--- src/rtl/spi_pixel_bridge_pkg.sv ---
// Shared defaults for the SPI pixel bridge: pixel width, FIFO depths and the
// bit-counter width helper.
package spi_pixel_bridge_pkg;

    localparam int PIXEL_WIDTH_DEFAULT = 8;
    localparam int RX_DEPTH_DEFAULT    = 4;
    localparam int TX_DEPTH_DEFAULT    = 4;

    // The bit counter must be able to hold the value pixel_width itself.
    function automatic int bit_cnt_width(input int pixel_width);
        return $clog2(pixel_width + 1);
    endfunction

endpackage

--- src/rtl/spi_pixel_bridge_pixel_fifo.sv ---
// pixel_fifo: small synchronous FIFO with registered count. It accepts a push
// and a pop together even when full. A pop while empty is ignored, so a push
// in that cycle is not bypassed to the reader.
module pixel_fifo #(
    parameter int WIDTH = 8,
    parameter int DEPTH = 4
) (
    input  logic                       clk_i,
    input  logic                       nreset_i,
    input  logic                       push_i,
    input  logic [WIDTH-1:0]           push_data_i,
    input  logic                       pop_i,
    output logic [WIDTH-1:0]           head_o,
    output logic                       full_o,
    output logic                       empty_o,
    output logic [$clog2(DEPTH+1)-1:0] count_o
);

    localparam int PTR_W = $clog2(DEPTH);
    localparam int CNT_W = $clog2(DEPTH + 1);

    logic [WIDTH-1:0] mem_q [DEPTH];
    logic [WIDTH-1:0] mem_d [DEPTH];
    logic [PTR_W-1:0] rd_ptr_q, rd_ptr_d;
    logic [PTR_W-1:0] wr_ptr_q, wr_ptr_d;
    logic [CNT_W-1:0] count_q, count_d;
    logic             do_push, do_pop;

    always_comb begin
        do_pop  = pop_i && (count_q != '0);
        do_push = push_i && ((count_q != CNT_W'(DEPTH)) || do_pop);
        mem_d   = mem_q;
        if (do_push) begin
            mem_d[wr_ptr_q] = push_data_i;
        end
        wr_ptr_d = wr_ptr_q + PTR_W'(do_push);
        rd_ptr_d = rd_ptr_q + PTR_W'(do_pop);
        count_d  = count_q + CNT_W'(do_push) - CNT_W'(do_pop);
    end

    // Storage is reset so the head reads zero out of reset.
    always_ff @(posedge clk_i or negedge nreset_i) begin
        if (!nreset_i) begin
            for (int i = 0; i < DEPTH; i++) begin
                mem_q[i] <= '0;
            end
            rd_ptr_q <= '0;
            wr_ptr_q <= '0;
            count_q  <= '0;
        end else begin
            mem_q    <= mem_d;
            rd_ptr_q <= rd_ptr_d;
            wr_ptr_q <= wr_ptr_d;
            count_q  <= count_d;
        end
    end

    assign head_o  = mem_q[rd_ptr_q];
    assign full_o  = (count_q == CNT_W'(DEPTH));
    assign empty_o = (count_q == '0);
    assign count_o = count_q;

endmodule

--- src/rtl/spi_pixel_bridge.sv ---
// SPI-slave (mode 0) pixel bridge: deframes SDI words into an RX FIFO for the
// core and shifts core results from a TX FIFO out on SDO. Sticky error flags
// exist only when SPI_ERR_FLAGS_EN is defined.
module spi_pixel_bridge
    import spi_pixel_bridge_pkg::*;
#(
    parameter int PIXEL_WIDTH = PIXEL_WIDTH_DEFAULT,
    parameter int RX_DEPTH    = RX_DEPTH_DEFAULT,
    parameter int TX_DEPTH    = TX_DEPTH_DEFAULT
) (
    input  logic                   clk_i,
    input  logic                   nreset_i,
    input  logic                   spi_sck_i,
    input  logic                   spi_cs_i,
    input  logic                   spi_sdi_i,
    output logic                   spi_sdo_o,
    output logic [PIXEL_WIDTH-1:0] in_px_o,
    output logic                   in_valid_o,
    input  logic                   in_ready_i,
    input  logic [PIXEL_WIDTH-1:0] out_px_i,
    input  logic                   out_valid_i,
    output logic                   out_ready_o,
    output logic                   rx_overflow_o,
    output logic                   tx_underflow_o
);

    localparam int CNT_W    = bit_cnt_width(PIXEL_WIDTH);
    localparam int RX_CNT_W = $clog2(RX_DEPTH + 1);
    localparam int TX_CNT_W = $clog2(TX_DEPTH + 1);

    logic [1:0]             sck_sync_q, sck_sync_d;
    logic [1:0]             cs_sync_q, cs_sync_d;
    logic [1:0]             sdi_sync_q, sdi_sync_d;
    logic                   sck_prev_q, sck_prev_d;
    logic                   cs_prev_q, cs_prev_d;
    logic [CNT_W-1:0]       bit_cnt_q, bit_cnt_d;
    logic [PIXEL_WIDTH-1:0] rx_shift_q, rx_shift_d;
    logic [PIXEL_WIDTH-1:0] tx_shift_q, tx_shift_d;
    logic                   tx_hold_q, tx_hold_d;

    logic                   sck_rise, sck_fall, cs_fall, cs_rise;
    logic [CNT_W-1:0]       cnt_inc;
    logic [PIXEL_WIDTH-1:0] rx_word;
    logic                   rx_push, rx_pop, rx_full, rx_empty;
    logic                   tx_load, tx_push, tx_full, tx_empty;
    logic [PIXEL_WIDTH-1:0] tx_head;
    logic [RX_CNT_W-1:0]    rx_count;
    logic [TX_CNT_W-1:0]    tx_count;

    always_comb begin
        sck_sync_d = {sck_sync_q[0], spi_sck_i};
        cs_sync_d  = {cs_sync_q[0], spi_cs_i};
        sdi_sync_d = {sdi_sync_q[0], spi_sdi_i};
        sck_prev_d = sck_sync_q[1];
        cs_prev_d  = cs_sync_q[1];

        sck_rise = sck_sync_q[1] & ~sck_prev_q & ~cs_sync_q[1];
        sck_fall = ~sck_sync_q[1] & sck_prev_q & ~cs_sync_q[1];
        cs_fall  = ~cs_sync_q[1] & cs_prev_q;
        cs_rise  = cs_sync_q[1] & ~cs_prev_q;

        cnt_inc    = bit_cnt_q + CNT_W'(1);
        rx_word    = {rx_shift_q[PIXEL_WIDTH-2:0], sdi_sync_q[1]};
        bit_cnt_d  = bit_cnt_q;
        rx_shift_d = rx_shift_q;
        tx_shift_d = tx_shift_q;
        tx_hold_d  = tx_hold_q;
        rx_push    = 1'b0;
        tx_load    = 1'b0;

        if (cs_fall) begin
            bit_cnt_d = '0;
            tx_load   = 1'b1;
            tx_hold_d = 1'b0;
        end else if (cs_rise) begin
            bit_cnt_d  = '0;
            rx_shift_d = '0;
            tx_hold_d  = 1'b0;
        end else if (sck_rise) begin
            rx_shift_d = rx_word;
            if (cnt_inc == CNT_W'(PIXEL_WIDTH)) begin
                bit_cnt_d = '0;
                rx_push   = 1'b1;
                tx_load   = 1'b1;
                tx_hold_d = 1'b1;
            end else begin
                bit_cnt_d = cnt_inc;
            end
        end else if (sck_fall) begin
            // A word loaded on the last rising edge already presents its MSB;
            // the trailing falling edge of that word must not shift it away.
            if (tx_hold_q) begin
                tx_hold_d = 1'b0;
            end else begin
                tx_shift_d = {tx_shift_q[PIXEL_WIDTH-2:0], 1'b0};
            end
        end

        if (tx_load) begin
            tx_shift_d = tx_empty ? '0 : tx_head;
        end
    end

    always_ff @(posedge clk_i or negedge nreset_i) begin
        if (!nreset_i) begin
            sck_sync_q <= 2'b00;
            cs_sync_q  <= 2'b11;
            sdi_sync_q <= 2'b00;
            sck_prev_q <= 1'b0;
            cs_prev_q  <= 1'b1;
            bit_cnt_q  <= '0;
            rx_shift_q <= '0;
            tx_shift_q <= '0;
            tx_hold_q  <= 1'b0;
        end else begin
            sck_sync_q <= sck_sync_d;
            cs_sync_q  <= cs_sync_d;
            sdi_sync_q <= sdi_sync_d;
            sck_prev_q <= sck_prev_d;
            cs_prev_q  <= cs_prev_d;
            bit_cnt_q  <= bit_cnt_d;
            rx_shift_q <= rx_shift_d;
            tx_shift_q <= tx_shift_d;
            tx_hold_q  <= tx_hold_d;
        end
    end

    assign rx_pop  = ~rx_empty & in_ready_i;
    assign tx_push = out_valid_i & ~tx_full;

    pixel_fifo #(
        .WIDTH(PIXEL_WIDTH),
        .DEPTH(RX_DEPTH)
    ) u_rx_fifo (
        .clk_i      (clk_i),
        .nreset_i   (nreset_i),
        .push_i     (rx_push),
        .push_data_i(rx_word),
        .pop_i      (rx_pop),
        .head_o     (in_px_o),
        .full_o     (rx_full),
        .empty_o    (rx_empty),
        .count_o    (rx_count)
    );

    pixel_fifo #(
        .WIDTH(PIXEL_WIDTH),
        .DEPTH(TX_DEPTH)
    ) u_tx_fifo (
        .clk_i      (clk_i),
        .nreset_i   (nreset_i),
        .push_i     (tx_push),
        .push_data_i(out_px_i),
        .pop_i      (tx_load),
        .head_o     (tx_head),
        .full_o     (tx_full),
        .empty_o    (tx_empty),
        .count_o    (tx_count)
    );

    assign spi_sdo_o   = tx_shift_q[PIXEL_WIDTH-1];
    assign in_valid_o  = ~rx_empty;
    assign out_ready_o = ~tx_full;

    logic unused_counts;
    assign unused_counts = ^{rx_count, tx_count};

`ifdef SPI_ERR_FLAGS_EN
    logic rx_overflow_q, rx_overflow_d;
    logic tx_underflow_q, tx_underflow_d;

    always_comb begin
        rx_overflow_d  = rx_overflow_q | (rx_push & rx_full & ~rx_pop);
        tx_underflow_d = tx_underflow_q | (tx_load & tx_empty);
    end

    always_ff @(posedge clk_i or negedge nreset_i) begin
        if (!nreset_i) begin
            rx_overflow_q  <= 1'b0;
            tx_underflow_q <= 1'b0;
        end else begin
            rx_overflow_q  <= rx_overflow_d;
            tx_underflow_q <= tx_underflow_d;
        end
    end

    assign rx_overflow_o  = rx_overflow_q;
    assign tx_underflow_o = tx_underflow_q;
`else
    logic unused_flag_sources;
    assign unused_flag_sources = rx_full;
    assign rx_overflow_o  = 1'b0;
    assign tx_underflow_o = 1'b0;
`endif

endmodule
--- config.mk ---
export PLATFORM = sky130hd
export DESIGN_NAME = spi_pixel_bridge
export DESIGN_NICKNAME = d
export VERILOG_FILES = /design/src/rtl/spi_pixel_bridge_pkg.sv /design/src/rtl/spi_pixel_bridge_pixel_fifo.sv /design/src/rtl/spi_pixel_bridge.sv
export SDC_FILE = /design/constraint.sdc
export NUM_CORES = 1
export LEC_CHECK = 0
export ABC_CLOCK_PERIOD_IN_PS = 3250
export BUFFER_PORTS_ARGS = -buffer_cell sky130_fd_sc_hd__buf_2
export CORE_MARGIN = 4
export CORE_UTILIZATION = 35
export CTS_CLUSTER_DIAMETER = 40
export DETAILED_ROUTE_END_ITERATION = 8
export PLACE_DENSITY = 0.55
export SLEW_MARGIN = 30
export SYNTH_ARGS = -nofsm -noshare
export SYNTH_HDL_FRONTEND = slang
export SYNTH_SLANG_ARGS = --single-unit
--- constraint.sdc ---
create_clock -name clk_i -period 3.25 [get_ports clk_i]
set_input_delay 0.325 -clock clk_i [delete_from_list [all_inputs] [get_ports clk_i]]
set_output_delay 0.325 -clock clk_i [all_outputs]
set_load 0.03 [all_outputs]
# Yosys cells after proc, flatten, opt, wreduce, memory -nomap -nowiden
# Index checks and enable logic that the tools add are counted.
# Widths: inputs -> output; s select.
[word_totals]
regBits = 106
in_bits = 15
word_cells = 120
[op_classes]
addsub = 9
n_lt_le_gt_ge = 6
n_eq_ne = 9
n_mux = 35
bitwise_logic = 19
n_reduce_logical = 19
[ops]
columns = ["cell", "count"]
rows = [
  ["$mux 8", 13],
  ["$bwmux 32", 2],
  ["$bmux 8 s2", 2],
  ["$demux 8 s2", 2],
  ["$mux 4", 4],
  ["$mux 7", 2],
  ["$ge 3x3->1 const B", 4],
  ["$not 2->3", 4],
  ["$mux 1", 10],
  ["$reduce_bool 3->1", 3],
  ["$add 2x1->2", 4],
  ["$and 1x1->1", 8],
  ["$ne 2x1->1 const B", 4],
  ["$not 1->1", 7],
  ["$add 3x1->3", 2],
  ["$logic_and 1x1->1", 6],
  ["$logic_not 3->1", 2],
  ["$lt 3x1->1 const B", 2],
  ["$ne 3x3->1 const B", 2],
  ["$sub 3x1->3", 2],
  ["$reduce_and 5->1", 1],
  ["$add 4x1->4 const B", 1],
  ["$eq 4x4->1 const B", 1],
  ["$ne 4x1->1 const B", 1],
  ["other kinds (5)", 8],
]

# Logic depth before layout (Yosys ltp)
# Gate-level depths: netlist of the first run.
[logic_depth]
ltp_word = 11
ltp_mapped = 13

# Hierarchy
# A second synthesis of the first run with hierarchy kept.
[unflattened]
cells_unflattened = 333
hier_area_um2 = 4951.0
[by_module_without_submodules]
columns = ["module", "n_inst", "cells_each", "area_each_um2"]
rows = [
  ["pixel_fifo", 2, 106, 1786.7],
  ["spi_pixel_bridge", 1, 121, 1377.6],
]

# Worst setup path after synthesis of the first run
# OpenSTA, ideal clock, no wires.
[synth_path]
path_type = "register to register"
startpoint = "register cs_prev_q"
endpoint = "register u_tx_fifo.count_q[2], in the netlist u_tx_fifo.count_o[2]"
arrival_time_ns = 3.117
t_required_ns = 3.127
setup_slack_ns = 0.010
stages_incl_launch_ff = 12
n_path_buf = 0
period_less_slack_ns = 3.240
cell_sequence = "dfstp_2 -> inv_1 -> ha_1 -> or4b_2 -> a211oi_2 -> nand2_1 -> o22ai_1 -> ha_1 -> inv_1 -> fa_1 -> xnor2_1 -> xnor2_1"
[synth_via]
elab_chain_cells = 9
word_cells_on_any_way = 10
[synth_rtl]
columns = ["element", "line", "source"]
rows = [
  ["start: declaration", "spi_pixel_bridge.sv:35", "logic cs_prev_q, cs_prev_d;"],
  ["start signal: assignment", "spi_pixel_bridge.sv:120", "cs_prev_q <= cs_prev_d;"],
  ["$not 1->1", "spi_pixel_bridge.sv:60", "cs_rise = cs_sync_q[1] & ~cs_prev_q;"],
  ["$and 1x1->1", "spi_pixel_bridge.sv:60", ""],
  ["$mux 1", "spi_pixel_bridge.sv:75", "end else if (cs_rise) begin"],
  ["$mux 1 (*)", "spi_pixel_bridge.sv:71", "if (cs_fall) begin"],
  ["$logic_and 1x1->1 (*)", "spi_pixel_bridge_pixel_fifo.sv:30", "do_pop = pop_i && (count_q != '0);"],
  ["$logic_or 1x1->1", "spi_pixel_bridge_pixel_fifo.sv:31", "do_push = push_i && ((count_q != CNT_W'(DEPTH)) || do_pop);"],
  ["$logic_and 1x1->1", "spi_pixel_bridge_pixel_fifo.sv:31", ""],
  ["$add 3x1->3", "spi_pixel_bridge_pixel_fifo.sv:38", "count_d = count_q + CNT_W'(do_push) - CNT_W'(do_pop);"],
  ["$sub 3x1->3 (*)", "spi_pixel_bridge_pixel_fifo.sv:38", ""],
  ["via u_tx_fifo.count_d[2]", "spi_pixel_bridge_pixel_fifo.sv:26", "logic [CNT_W-1:0] count_q, count_d;"],
  ["end signal: assignment", "spi_pixel_bridge_pixel_fifo.sv:54", "count_q <= count_d;"],
  ["end: declaration", "spi_pixel_bridge_pixel_fifo.sv:26", ""],
]
# Mark *: on every way through the listed nets, which the timed path passes. The rest lies on a longest branch.
# A chain may end at the register's enable or synchronous reset.

# Worst setup path after layout of the first run
# Same ends and word-level chain as after synthesis.

==> results.tsv, run 1 <==
stage	metric	value	unit
run_status	outcome	completed	
synthesis	number of enable flip-flop cells after synthesis	0	
critical_path	cell chain of the critical path	inv_1 > ha_1 > or4b_2 > a211oi_2 > nand2_2 > o22ai_1 > ha_1 > inv_1 > fa_1 > xnor2_2 > xnor2_1	
placed_design	DP HPWL	6360	um
flow_run	Max-Cap Viols	0	
global_routing	global-route wire length before repair	16500	um
routing	DR vias	2848	
global_routing	vias in the first global route	3122	
synthesis	ys flop type	dfrtp_1	
critical_path	endpoint class of the critical path	register	
global_routing	initial antenna violation count	0	
routing	residual DRC count	0	
sta	total negative slack	0	ns
routing	Initial DRC Count	207	
global_routing	gr ovfl total	0	
critical_path	Crit Path Max Fanout	3	
sta	Slew HR	49.1	%
placed_design	gpl congestion	0.731	
sta	f_max	329	MHz
critical_path	Critical Path Max Stage Delay	0.72	ns
synthesis	Mapped Area	0.00487	mm2
cells_and_area	antenna cells	0	
floorplanning	die area	0.0159	mm2
clock_network	Worst-path clk slew	0.07	ns
synthesis	sequential element share of the synthesized area	54.5	%
power_and_ir_drop	Leak	0.00248	uW
floorplanning	IO Pins	28	
critical_path	WS Path Type	reg -> reg	
synthesis	Netlist cell types	45	
routing	drt pass-1 iters	4	
clock_network	H-tree depth	3	
critical_path	Crit-path slowest cell	or4b_2	
worst_hold_path	Hold WC Path Type	in -> async	
cells_and_area	synthesis-to-finish area growth	14.1	%
sta	Hold Fails Final Rpt	0	
power_and_ir_drop	P per Cell Area	737	mW/mm2
clock_network	clk buf depth	2	
synthesis	Avg Cell Area, Syn	14.5	um2
global_routing	largest net degree at the start of global routing	60	
clock_network	CTS Hold Buffers Added	0	
sta	fin. max-slew vios	0	
synthesis	yosys warns	0	
sta	RSZ-0062 raised after global routing	no	
clock_network	TritonCTS clock tree	yes	
cells_and_area	Final Util	41.3	%
cells_and_area	Net count, final	397	
cells_and_area	Multi-input gate area	0.00211	mm2
sta	Hold Slack	0.0509	ns
power_and_ir_drop	Pwr Total	4100	uW
critical_path	crit path DAT	3.28	ns
power_and_ir_drop	Max VDD drop	0.000375	V
sta	Slew @ Worst Pin	0.764	ns
synthesis	Synth Instances	337	
placed_design	IO buf count	25	
floorplanning	die width	126	um
sta	Final Critical Period	3.04	ns
floorplanning	die height	126	um
sta	# setup viols final	0	
sta	Worst Skew	0.00861	ns
floorplanning	Starting Density	36.2	%
cells_and_area	Reg area	0.00266	mm2
critical_path	worst endpoint required time	3.49	ns
routing	WL per Instance	17.0	um
floorplanning	Core ar.	0.0135	mm2
routing	WL final	9380	um
routing	vias per cell	5.17	
cells_and_area	share of layout cells above drive strength 1	41.3	%
synthesis	Async SR Flop Fraction	100	%
clock_network	clk_lat worst skew	0.35	ns
clock_network	clk sinks	106	
clock_network	Root Driver	clkbuf_16	
floorplanning	row count	42	
global_routing	Overall Global Routing Usage	13.0	%
sta	crit share post-route	93.5	%
routing	Routed Antenna Nets	0	
synthesis	register bit total from synthesis	106	
cells_and_area	FILL cells	1260	
critical_path	CP Launch Type	register	
clock_network	total CTS buffers	9	
## path summary, 6_finish.rpt
| check | start | slack, ns | depth (start not counted) | end |
|---|---|---|---|---|
| max in group asynchronous | nreset_i | 2.46 | 2 | tx_shift_q[3]$_DFFE_PN0P_ |
| min reg2reg | sck_sync_q[0]$_DFF_PN0_ | 0.35 | 0 | sck_sync_q[1]$_DFF_PN0_ |
| min in group clk_i | spi_cs_i | 0.07 | 1 | cs_sync_q[0]$_DFF_PN1_ |
| max reg2reg | cs_prev_q$_DFF_PN1_ | 0.21 | 11 | u_tx_fifo.count_o[2]$_DFF_PN0_ |
| max | cs_prev_q$_DFF_PN1_ | 0.21 | 11 | u_tx_fifo.count_o[2]$_DFF_PN0_ |
| min | nreset_i | 0.05 | 1 | u_rx_fifo.count_o[1]$_DFF_PN0_ |
## metal layers
| layer | vias up | track usage [%] | share of wire (%) |
|---|---|---|---|
| met5 | - | 0 | 0 |
| met4 | 0 | 4.73 | 2.0 |
| met3 | 13 | 3.51 | 3.6 |
| met2 | 38 | 20.2 | 48 |
| met1 | 1490 | 17.6 | 47 |
| li1 | 1307 | - | - |
## cell usage after synthesis, types with 4 or more instances
master,n,share of area [%]
nand3_1,18,1.8
a31oi_1,7,0.90
ha_1,10,2.6
clkbuf_1,8,0.62
nor2b_1,7,0.90
mux2_4,8,2.5
nor3_1,4,0.41
xor2_1,4,0.72
mux2_2,63,15
a211oi_1,10,1.5
inv_1,13,1.0
a21oi_1,7,0.72
nand2_1,7,0.54
dfrtp_1,103,53
mux4_2,16,7.4
xnor2_1,7,1.3
## cell type report
| class | instances | share of cell area, % |
|---|---|---|
| inverters | 13 | 0.878 |
| multi-input cells | 205 | 38.0 |
| clock inverters | 5 | 1.40 |
| clock buffers | 11 | 4.37 |
| well taps | 176 | 3.96 |
| repair buffers | 35 | 3.65 |
| flip-flops and latches | 106 | 47.8 |
## cell usage in the layout (no fill, tap or decap), types with 3 or more instances in the layout
master,n
clkbuf_16,9
a211oi_1,10
buf_4,11
buf_2,24
dfstp_2,3
nand2_1,6
a31oi_1,7
xnor2_1,6
mux4_2,16
nor4_4,3
dfrtp_1,103
nand3b_1,3
xor2_1,4
ha_1,10
nor3_1,4
mux2_4,8
nor2b_1,7
mux2_2,63
nand3_1,18
inv_1,13
a21oi_1,7
## repair_timing
item                                   CTS  global route
setup buffers                            0             0
endpoints found under the hold margin    0             0
gates resized for setup                  0             2
setup endpoints to repair                0             1
## flip-flops by register name, summed over array words and instances (netlist names)
| register | cells |
|---|---|
| sdi_sync_q | 2 |
| u_tx_fifo.count_o | 3 |
| u_tx_fifo.wr_ptr_q | 2 |
| sck_prev_q | 1 |
| cs_prev_q | 1 |
| u_rx_fifo.wr_ptr_q | 2 |
| sck_sync_q | 2 |
| rx_shift_q | 7 |
| u_rx_fifo.rd_ptr_q | 2 |
| u_rx_fifo.count_o | 3 |
| u_rx_fifo.mem_q | 32 |
| u_tx_fifo.mem_q | 32 |
| cs_sync_q | 2 |
| tx_hold_q | 1 |
| u_tx_fifo.rd_ptr_q | 2 |
| tx_shift_q | 8 |
| bit_cnt_q | 4 |
## worst max-delay path: cells and delay by family (launching register included)
family,cells,cell delay [ns]
AO/OA/AOI/OAI,2,0.44
XOR/XNOR,2,0.27
adder cells (fa/ha/maj),3,0.75
buffers and inverters,2,0.10
flip-flops,1,0.53
AND/OR/NAND/NOR,2,0.83
## power by group
group,internal [uW],total [uW],switching [uW]
Combinational,591,943,352
Clock,694,1160,470
Sequential,1660,1990,334
Total,2940,4100,1160
## logic make-up (layout without fill, tap and decap cells)
group | Yosys count | after routing | share of synthesized area, %
multiplexers | 89 | 89 | 24.8
AO/OA/AOI/OAI | 32 | 32 | 4.55
adder cells (fa/ha/maj) | 12 | 12 | 3.39
flip-flops | 106 | 106 | 54.5
XOR/XNOR | 11 | 11 | 1.98
other | 1 | 2 | 0.0770
buffers and inverters | 27 | 64 | 2.41
AND/OR/NAND/NOR | 59 | 59 | 8.22
## stage by stage
| step | cell area (um2) | worst slack (ns) | instances |
|---|---|---|---|
| finish | 5560 | 0.211 | 551 |
| global route | 5560 | 0.0311 | 551 |
| CTS | 5550 | 0.177 | 551 |
| detailed placement | 5230 | 0.190 | 535 |
| global placement | 5230 | 0.275 | 535 |
| floorplan | 4870 | 0.0101 | 338 |
(Power assumes the default switching activity.)
==> run 2: changes to the inputs <==
--- a/config.mk
+++ b/config.mk
@@ -11,8 +11,9 @@
 export CORE_UTILIZATION = 35
 export CTS_CLUSTER_DIAMETER = 40
 export DETAILED_ROUTE_END_ITERATION = 8
-export PLACE_DENSITY = 0.55
+export PLACE_DENSITY = 0.54
 export SLEW_MARGIN = 30
 export SYNTH_ARGS = -nofsm -noshare
 export SYNTH_HDL_FRONTEND = slang
+export SYNTH_HIERARCHICAL = 1
 export SYNTH_SLANG_ARGS = --single-unit
==> results.tsv, run 2 <==
stage	metric	value	unit	change
cells_and_area	Multi-input gate area	0.00215	mm2	+2.0%
routing	Initial DRC Count	97		-53%
synthesis	yosys warns	6		+6
placed_design	DP Cell Count	533		-0.37%
cells_and_area	commonest cells after routing, fill and taps aside	dfrtp_1 (103), mux2_2 (48), buf_2 (24)		
cells_and_area	synthesis-to-finish area growth	13.1	%	
cells_and_area	biggest regs	u_rx_fifo/mem_q (32), u_tx_fifo/mem_q (32), tx_shift_q (8)		
clock_network	postcts setup bufs	0		unchanged
critical_path	FF-to-FF path depth	12		+1
sta	total negative slack	0	ns	unchanged
routing	vias per cell	5.01		-3.1%
placed_design	IO buf count	25		unchanged
placed_design	DP HPWL	6060	um	-4.6%
floorplanning	die area	0.0161	mm2	+1.4%
critical_path	Crit Path Max Fanout	9		+6
global_routing	global-route wire length before repair	15600	um	-5.1%
sta	f_max	332	MHz	+0.95%
global_routing	initial antenna violation count	0		unchanged
cells_and_area	Reg area	0.00266	mm2	unchanged
cells_and_area	share of layout cells above drive strength 1	40.4	%	-0.95 points
cells_and_area	Finished Cell Area	0.00559	mm2	+0.56%
placed_design	gpl congestion	0.801		+9.5%
clock_network	clk sinks	106		unchanged
critical_path	crit path DAT	3.25	ns	-0.03 ns
sta	crit share post-route	92.6	%	-0.88 points
routing	Routed Antenna Nets	0		unchanged
clock_network	total CTS buffers	9		unchanged
clock_network	CTS resizes	0		unchanged
cells_and_area	FILL cells	1329		+5.5%
floorplanning	die height	127	um	+0.69%
critical_path	CP Launch Type	register		
sta	Hold Slack	0.0324	ns	-0.0184 ns
floorplanning	die width	127	um	+0.69%
global_routing	gr ovfl total	0		unchanged
sta	RSZ-0062 raised after global routing	no		
power_and_ir_drop	Leak	0.00258	uW	+4.0%
routing	DR vias	2749		-3.5%
routing	WL per Instance	16.5	um	-3.0%
critical_path	Worst R2R Start	cs_sync_q[1]$_DFF_PN1_		
routing	residual DRC count	0		unchanged
floorplanning	Core ar.	0.0139	mm2	+3.2%
power_and_ir_drop	P per Cell Area	784	mW/mm2	+6.5%
cells_and_area	Non-Filler Instances	549		-0.36%
routing	drt pass-1 iters	4		unchanged
cells_and_area	Final Util	40.3	%	-1.0 points
clock_network	H-tree depth	3		unchanged
synthesis	Mapped Area	0.00494	mm2	+1.5%
global_routing	vias in the first global route	2898		-7.2%
clock_network	clk_lat worst skew	0.35	ns	about the same
worst_hold_path	Hold WC Path Type	in -> async		
critical_path	worst endpoint required time	3.48	ns	about the same
sta	Slew HR	51.5	%	+2.4 points
sta	# setup viols final	0		unchanged
cells_and_area	commonest non-fill, non-tap cell in the layout	dfrtp_1		
flow_run	Max-Cap Viols	0		unchanged
clock_network	CTS Hold Buffers Added	0		unchanged
cells_and_area	antenna cells	0		unchanged
routing	WL final	9070	um	-3.3%
run_status	outcome	completed		
sta	fin. max-slew vios	0		unchanged
critical_path	flop2flop setup slack	0.24	ns	+0.03 ns
cells_and_area	Net count, final	393		-1.0%
sta	Hold Fails Final Rpt	0		unchanged
clock_network	Root Driver	clkbuf_16		
floorplanning	IO Pins	28		unchanged
sta	Final Critical Period	3.01	ns	-0.0287 ns
clock_network	Worst-path clk slew	0.07	ns	about the same
global_routing	largest net degree at the start of global routing	57		-5.0%
critical_path	RR Endpoint	u_rx_fifo/count_o[2]$_DFF_PN0_		
critical_path	WS Path Type	reg -> reg		
floorplanning	Starting Density	35.6	%	-0.59 points
clock_network	TritonCTS clock tree	yes		
power_and_ir_drop	Max VDD drop	0.000367	V	-2.0%
critical_path	endpoint class of the critical path	register		
sta	Slew @ Worst Pin	0.728	ns	-0.0358 ns
synthesis	Avg Cell Area, Syn	14.9	um2	+3.0%
synthesis	Synth Instances	332		-1.5%
global_routing	Overall Global Routing Usage	12.3	%	-0.67 points
clock_network	clk buf depth	2		unchanged
placed_design	Placed Area	0.00530	mm2	+1.4%
floorplanning	row count	43		+2.4%
sta	Worst Skew	0.00706	ns	-0.00155 ns
## run 2: cell types whose count changed in the layout (fill, tap and decap cells not counted), sizes merged, moves of 4 or more
cell	delta
nand3	-17
o221a	+14
a211oi	-11
nand2b	+9
a22o	+7
a31oi	-7
mux2	-7
a21oi	-4
nor2	+4
nor2b	+4
## run 2: worst max-delay path: stages, from the launching register on
cell	delay, ns
dfstp_2	0.61
inv_1	0.06
ha_1	0.25
or2_2	0.37
nor2_1	0.30
nand2b_1	0.13
ha_1	0.28
inv_1	0.06
ha_1	0.13
inv_1	0.05
fa_1	0.38
xnor2_1	0.15
xnor2_1	0.12
## run 2: layout make-up
type / count / share of cell area [%]
timing repair buffer: 35 / 3.85
tap: 180 / 4.03
sequential: 106 / 47.5
multi-input combinational: 198 / 38.5
clock buffer: 10 / 4.27
clock inverter: 6 / 0.873
inverter: 14 / 0.940
## run 2: metrics by stage
stage / setup WS [ns] / power [uW]
global route: 0.0269 / 4670
finish: 0.239 / 4380
global placement: 0.282 / 3320
floorplan: 0.451 / 3000
CTS: 0.169 / 4440
detailed placement: 0.206 / 3360
## run 2: how the worst max path moves through the flow
stage | start | to | slack (ns) | cells after the start
2_1_floorplan | cs_sync_q[1]$_DFF_PN1_ | u_tx_fifo/count_o[2]$_DFF_PN0_ | 0.45 | 13
3_3_place_gp | cs_sync_q[1]$_DFF_PN1_ | u_tx_fifo/count_o[2]$_DFF_PN0_ | 0.28 | 13
3_5_place_dp | cs_sync_q[1]$_DFF_PN1_ | u_tx_fifo/count_o[2]$_DFF_PN0_ | 0.21 | 13
4_1_cts | cs_sync_q[1]$_DFF_PN1_ | u_tx_fifo/count_o[2]$_DFF_PN0_ | 0.17 | 13
5_1_grt | cs_sync_q[1]$_DFF_PN1_ | u_rx_fifo/count_o[2]$_DFF_PN0_ | 0.03 | 12
6_report | cs_sync_q[1]$_DFF_PN1_ | u_rx_fifo/count_o[2]$_DFF_PN0_ | 0.24 | 12
## run 2: per-layer routing
layer | up-vias | global-route usage [%] | part of all wire, %
li1 | 1289 | - | -
met2 | 37 | 18.2 | 46
met5 | - | 0 | 0
met3 | 13 | 2.86 | 2.7
met1 | 1410 | 17.7 | 50
met4 | 0 | 4.73 | 1.9
## run 2: where the power goes
group          switching [uW]  leakage (uW)  internal (uW)
logic                     498       0.00109            772
clock network             512      0.000143            549
registers                 374       0.00134           1680
==> run 3: changes to the inputs <==
--- a/config.mk
+++ b/config.mk
@@ -7,10 +7,12 @@
 export LEC_CHECK = 0
 export ABC_CLOCK_PERIOD_IN_PS = 3250
 export BUFFER_PORTS_ARGS = -buffer_cell sky130_fd_sc_hd__buf_2
+export CORE_ASPECT_RATIO = 0.6
 export CORE_MARGIN = 4
 export CORE_UTILIZATION = 35
 export CTS_CLUSTER_DIAMETER = 40
 export DETAILED_ROUTE_END_ITERATION = 8
+export GPL_TIMING_DRIVEN = 0
 export PLACE_DENSITY = 0.54
 export SLEW_MARGIN = 30
 export SYNTH_ARGS = -nofsm -noshare
==> results.tsv, run 3 (synthesized netlist as in run 2, its figures left out) <==
stage	metric	value	unit	change
placed_design	IO buf count	25		unchanged
clock_network	total CTS buffers	9		unchanged
floorplanning	die area	0.0162	mm2	+0.39%
critical_path	endpoint class of the critical path	register		
worst_hold_path	Worst Hold Depth	1		
cells_and_area	biggest regs	u_rx_fifo/mem_q (32), u_tx_fifo/mem_q (32), tx_shift_q (8)		
sta	RSZ-0062 raised after global routing	yes		
worst_hold_path	Hold EP	sdi_sync_q[0]$_DFF_PN0_		
clock_network	clk sinks	106		unchanged
clock_network	Root Driver	clkbuf_16		
critical_path	crit path DAT	3.40	ns	+0.15 ns
critical_path	FF-to-FF path depth	13		+1
routing	DR vias	2776		+0.98%
routing	vias per cell	4.89		-2.4%
critical_path	flop2flop setup slack	0.13	ns	-0.11 ns
placed_design	DP HPWL	6450	um	+6.4%
clock_network	clk buf depth	2		unchanged
sta	crit share post-route	96.1	%	+3.4 points
power_and_ir_drop	Leak	0.00259	uW	+0.50%
sta	Worst Skew	0.0111	ns	+0.00401 ns
global_routing	largest net degree at the start of global routing	56		-1.8%
global_routing	vias in the first global route	2833		-2.2%
sta	Hold Slack	0.0818	ns	+0.0494 ns
routing	WL final	9300	um	+2.5%
global_routing	gr ovfl total	0		unchanged
sta	total negative slack	0	ns	unchanged
cells_and_area	FILL cells	1271		-4.4%
clock_network	Worst-path clk slew	0.08	ns	about the same
critical_path	Crit Path Max Fanout	9		unchanged
floorplanning	die height	100	um	-21%
global_routing	initial antenna violation count	0		unchanged
clock_network	TritonCTS clock tree	yes		
cells_and_area	share of layout cells above drive strength 1	39.9	%	-0.49 points
routing	drt pass-1 iters	4		unchanged
critical_path	worst endpoint required time	3.53	ns	+0.05 ns
cells_and_area	Net count, final	400		+1.8%
routing	Initial DRC Count	125		+29%
sta	fin. max-slew vios	0		unchanged
cells_and_area	synthesis-to-finish area growth	14.6	%	
global_routing	Overall Global Routing Usage	12.4	%	+0.072 points
sta	Slew HR	44.7	%	-6.8 points
sta	Final Critical Period	3.12	ns	+0.112 ns
sta	f_max	320	MHz	-3.6%
critical_path	WS Path Type	reg -> reg		
sta	# setup viols final	0		unchanged
placed_design	pre-CTS setup slack	0.0172	ns	-0.188 ns
sta	Final Worst Setup Slack	0.127	ns	-0.112 ns
worst_hold_path	min-delay src	spi_sdi_i		
sta	Hold Fails Final Rpt	0		unchanged
power_and_ir_drop	P per Cell Area	778	mW/mm2	-0.77%
clock_network	postcts setup bufs	0		unchanged
floorplanning	die width	161	um	+27%
flow_run	Max-Cap Viols	0		unchanged
power_and_ir_drop	Max VDD drop	0.000337	V	-8.3%
cells_and_area	commonest cells after routing, fill and taps aside	dfrtp_1 (103), mux2_2 (48), buf_2 (29)		
critical_path	Worst R2R Start	cs_sync_q[1]$_DFF_PN1_		
floorplanning	IO Pins	28		unchanged
critical_path	CP Launch Type	register		
clock_network	H-tree depth	3		unchanged
routing	Routed Antenna Nets	0		unchanged
global_routing	global-route wire length before repair	15600	um	-0.40%
routing	WL per Instance	16.4	um	-0.89%
critical_path	RR Endpoint	u_rx_fifo/count_o[2]$_DFF_PN0_		
floorplanning	Core ar.	0.0137	mm2	-0.95%
floorplanning	row count	33		-23%
placed_design	gpl congestion	0.737		-7.9%
floorplanning	Starting Density	36.0	%	+0.34 points
clock_network	clk_lat worst skew	0.35	ns	about the same
routing	residual DRC count	0		unchanged
cells_and_area	commonest non-fill, non-tap cell in the layout	dfrtp_1		
run_status	outcome	completed		
cells_and_area	antenna cells	0		unchanged
sta	Slew @ Worst Pin	0.825	ns	+0.0974 ns
worst_hold_path	Hold WC Path Type	in -> reg		
-- run 3: cell types whose count changed in the layout (fill, tap and decap cells not counted), moves of 2 or more --
cell,before,now
buf_4,10,2
nor3b_4,0,2
buf_6,0,3
buf_2,24,29
clkbuf_1,0,6
nor3b_2,3,1
-- run 3: worst max-delay path by stage --
stage / startpoint / endpoint / slack [ns] / cells after the start
floorplan: cs_sync_q[1]$_DFF_PN1_ / u_tx_fifo/count_o[2]$_DFF_PN0_ / 0.45 / 13
global placement: cs_sync_q[1]$_DFF_PN1_ / u_tx_fifo/count_o[2]$_DFF_PN0_ / 0.03 / 12
detailed placement: cs_sync_q[1]$_DFF_PN1_ / u_tx_fifo/count_o[2]$_DFF_PN0_ / 0.02 / 12
CTS: cs_sync_q[1]$_DFF_PN1_ / u_rx_fifo/count_o[2]$_DFF_PN0_ / 0.12 / 13
global route: cs_sync_q[1]$_DFF_PN1_ / u_rx_fifo/count_o[2]$_DFF_PN0_ / -0.09 / 13
finish: cs_sync_q[1]$_DFF_PN1_ / u_rx_fifo/count_o[2]$_DFF_PN0_ / 0.13 / 13
-- run 3: area by class of cell --
| type | count | area, um2 | area share [%] |
|---|---|---|---|
| clock buffer | 9 | 225 | 3.98 |
| buffer | 15 | 85.1 | 1.50 |
| tap | 192 | 240 | 4.24 |
| inverter | 14 | 52.6 | 0.928 |
| multi-input combinational | 198 | 2180 | 38.4 |
| timing repair buffer | 27 | 169 | 2.98 |
| sequential | 106 | 2660 | 46.9 |
| clock inverter | 7 | 60.1 | 1.06 |
-- run 3: timing repair --
item | CTS | global route
setup endpoints to repair | 1 | 11
pin swaps | 0 | 1
hold buffers | 1 | 0
gates resized for setup | 1 | 3
gates cloned | 0 | 0
endpoints found under the hold margin | 51 | 0
-- run 3: worst max-delay path: stages, from the launching register on --
cell	delay [ns]
dfstp_2	0.63
inv_1	0.06
ha_1	0.25
or2_2	0.28
clkbuf_1	0.18
nor2_1	0.30
nand2b_1	0.14
ha_1	0.28
inv_1	0.06
ha_1	0.13
inv_1	0.05
fa_1	0.37
xnor2_1	0.18
xnor2_1	0.13
-- run 3: metal layers --
layer  track usage [%]  vias up  part of all wire (%)
met4              3.93        0                   1.2
met3              2.87        8                   2.6
met5                 0        -                     0
li1                  -     1298                     -
met1              19.1     1433                    54
met2              17.2       37                    42
-- run 3: power by group --
group / switching [uW] / total, uW / internal [uW]
combinational: 640 / 1420 / 782
sequential: 262 / 1940 / 1680
clock: 512 / 1050 / 534
total: 1410 / 4410 / 3000
-- run 3: through the flow --
stage	total power, uW	cell area [um2]	instances	utilization (%)
global route	4680	5670	568	41.2
floorplan	3000	4950	333	-
finish	4410	5670	568	41.2
detailed placement	3380	5350	551	38.9
global placement	3330	5310	550	38.6
CTS	4450	5640	568	41.0
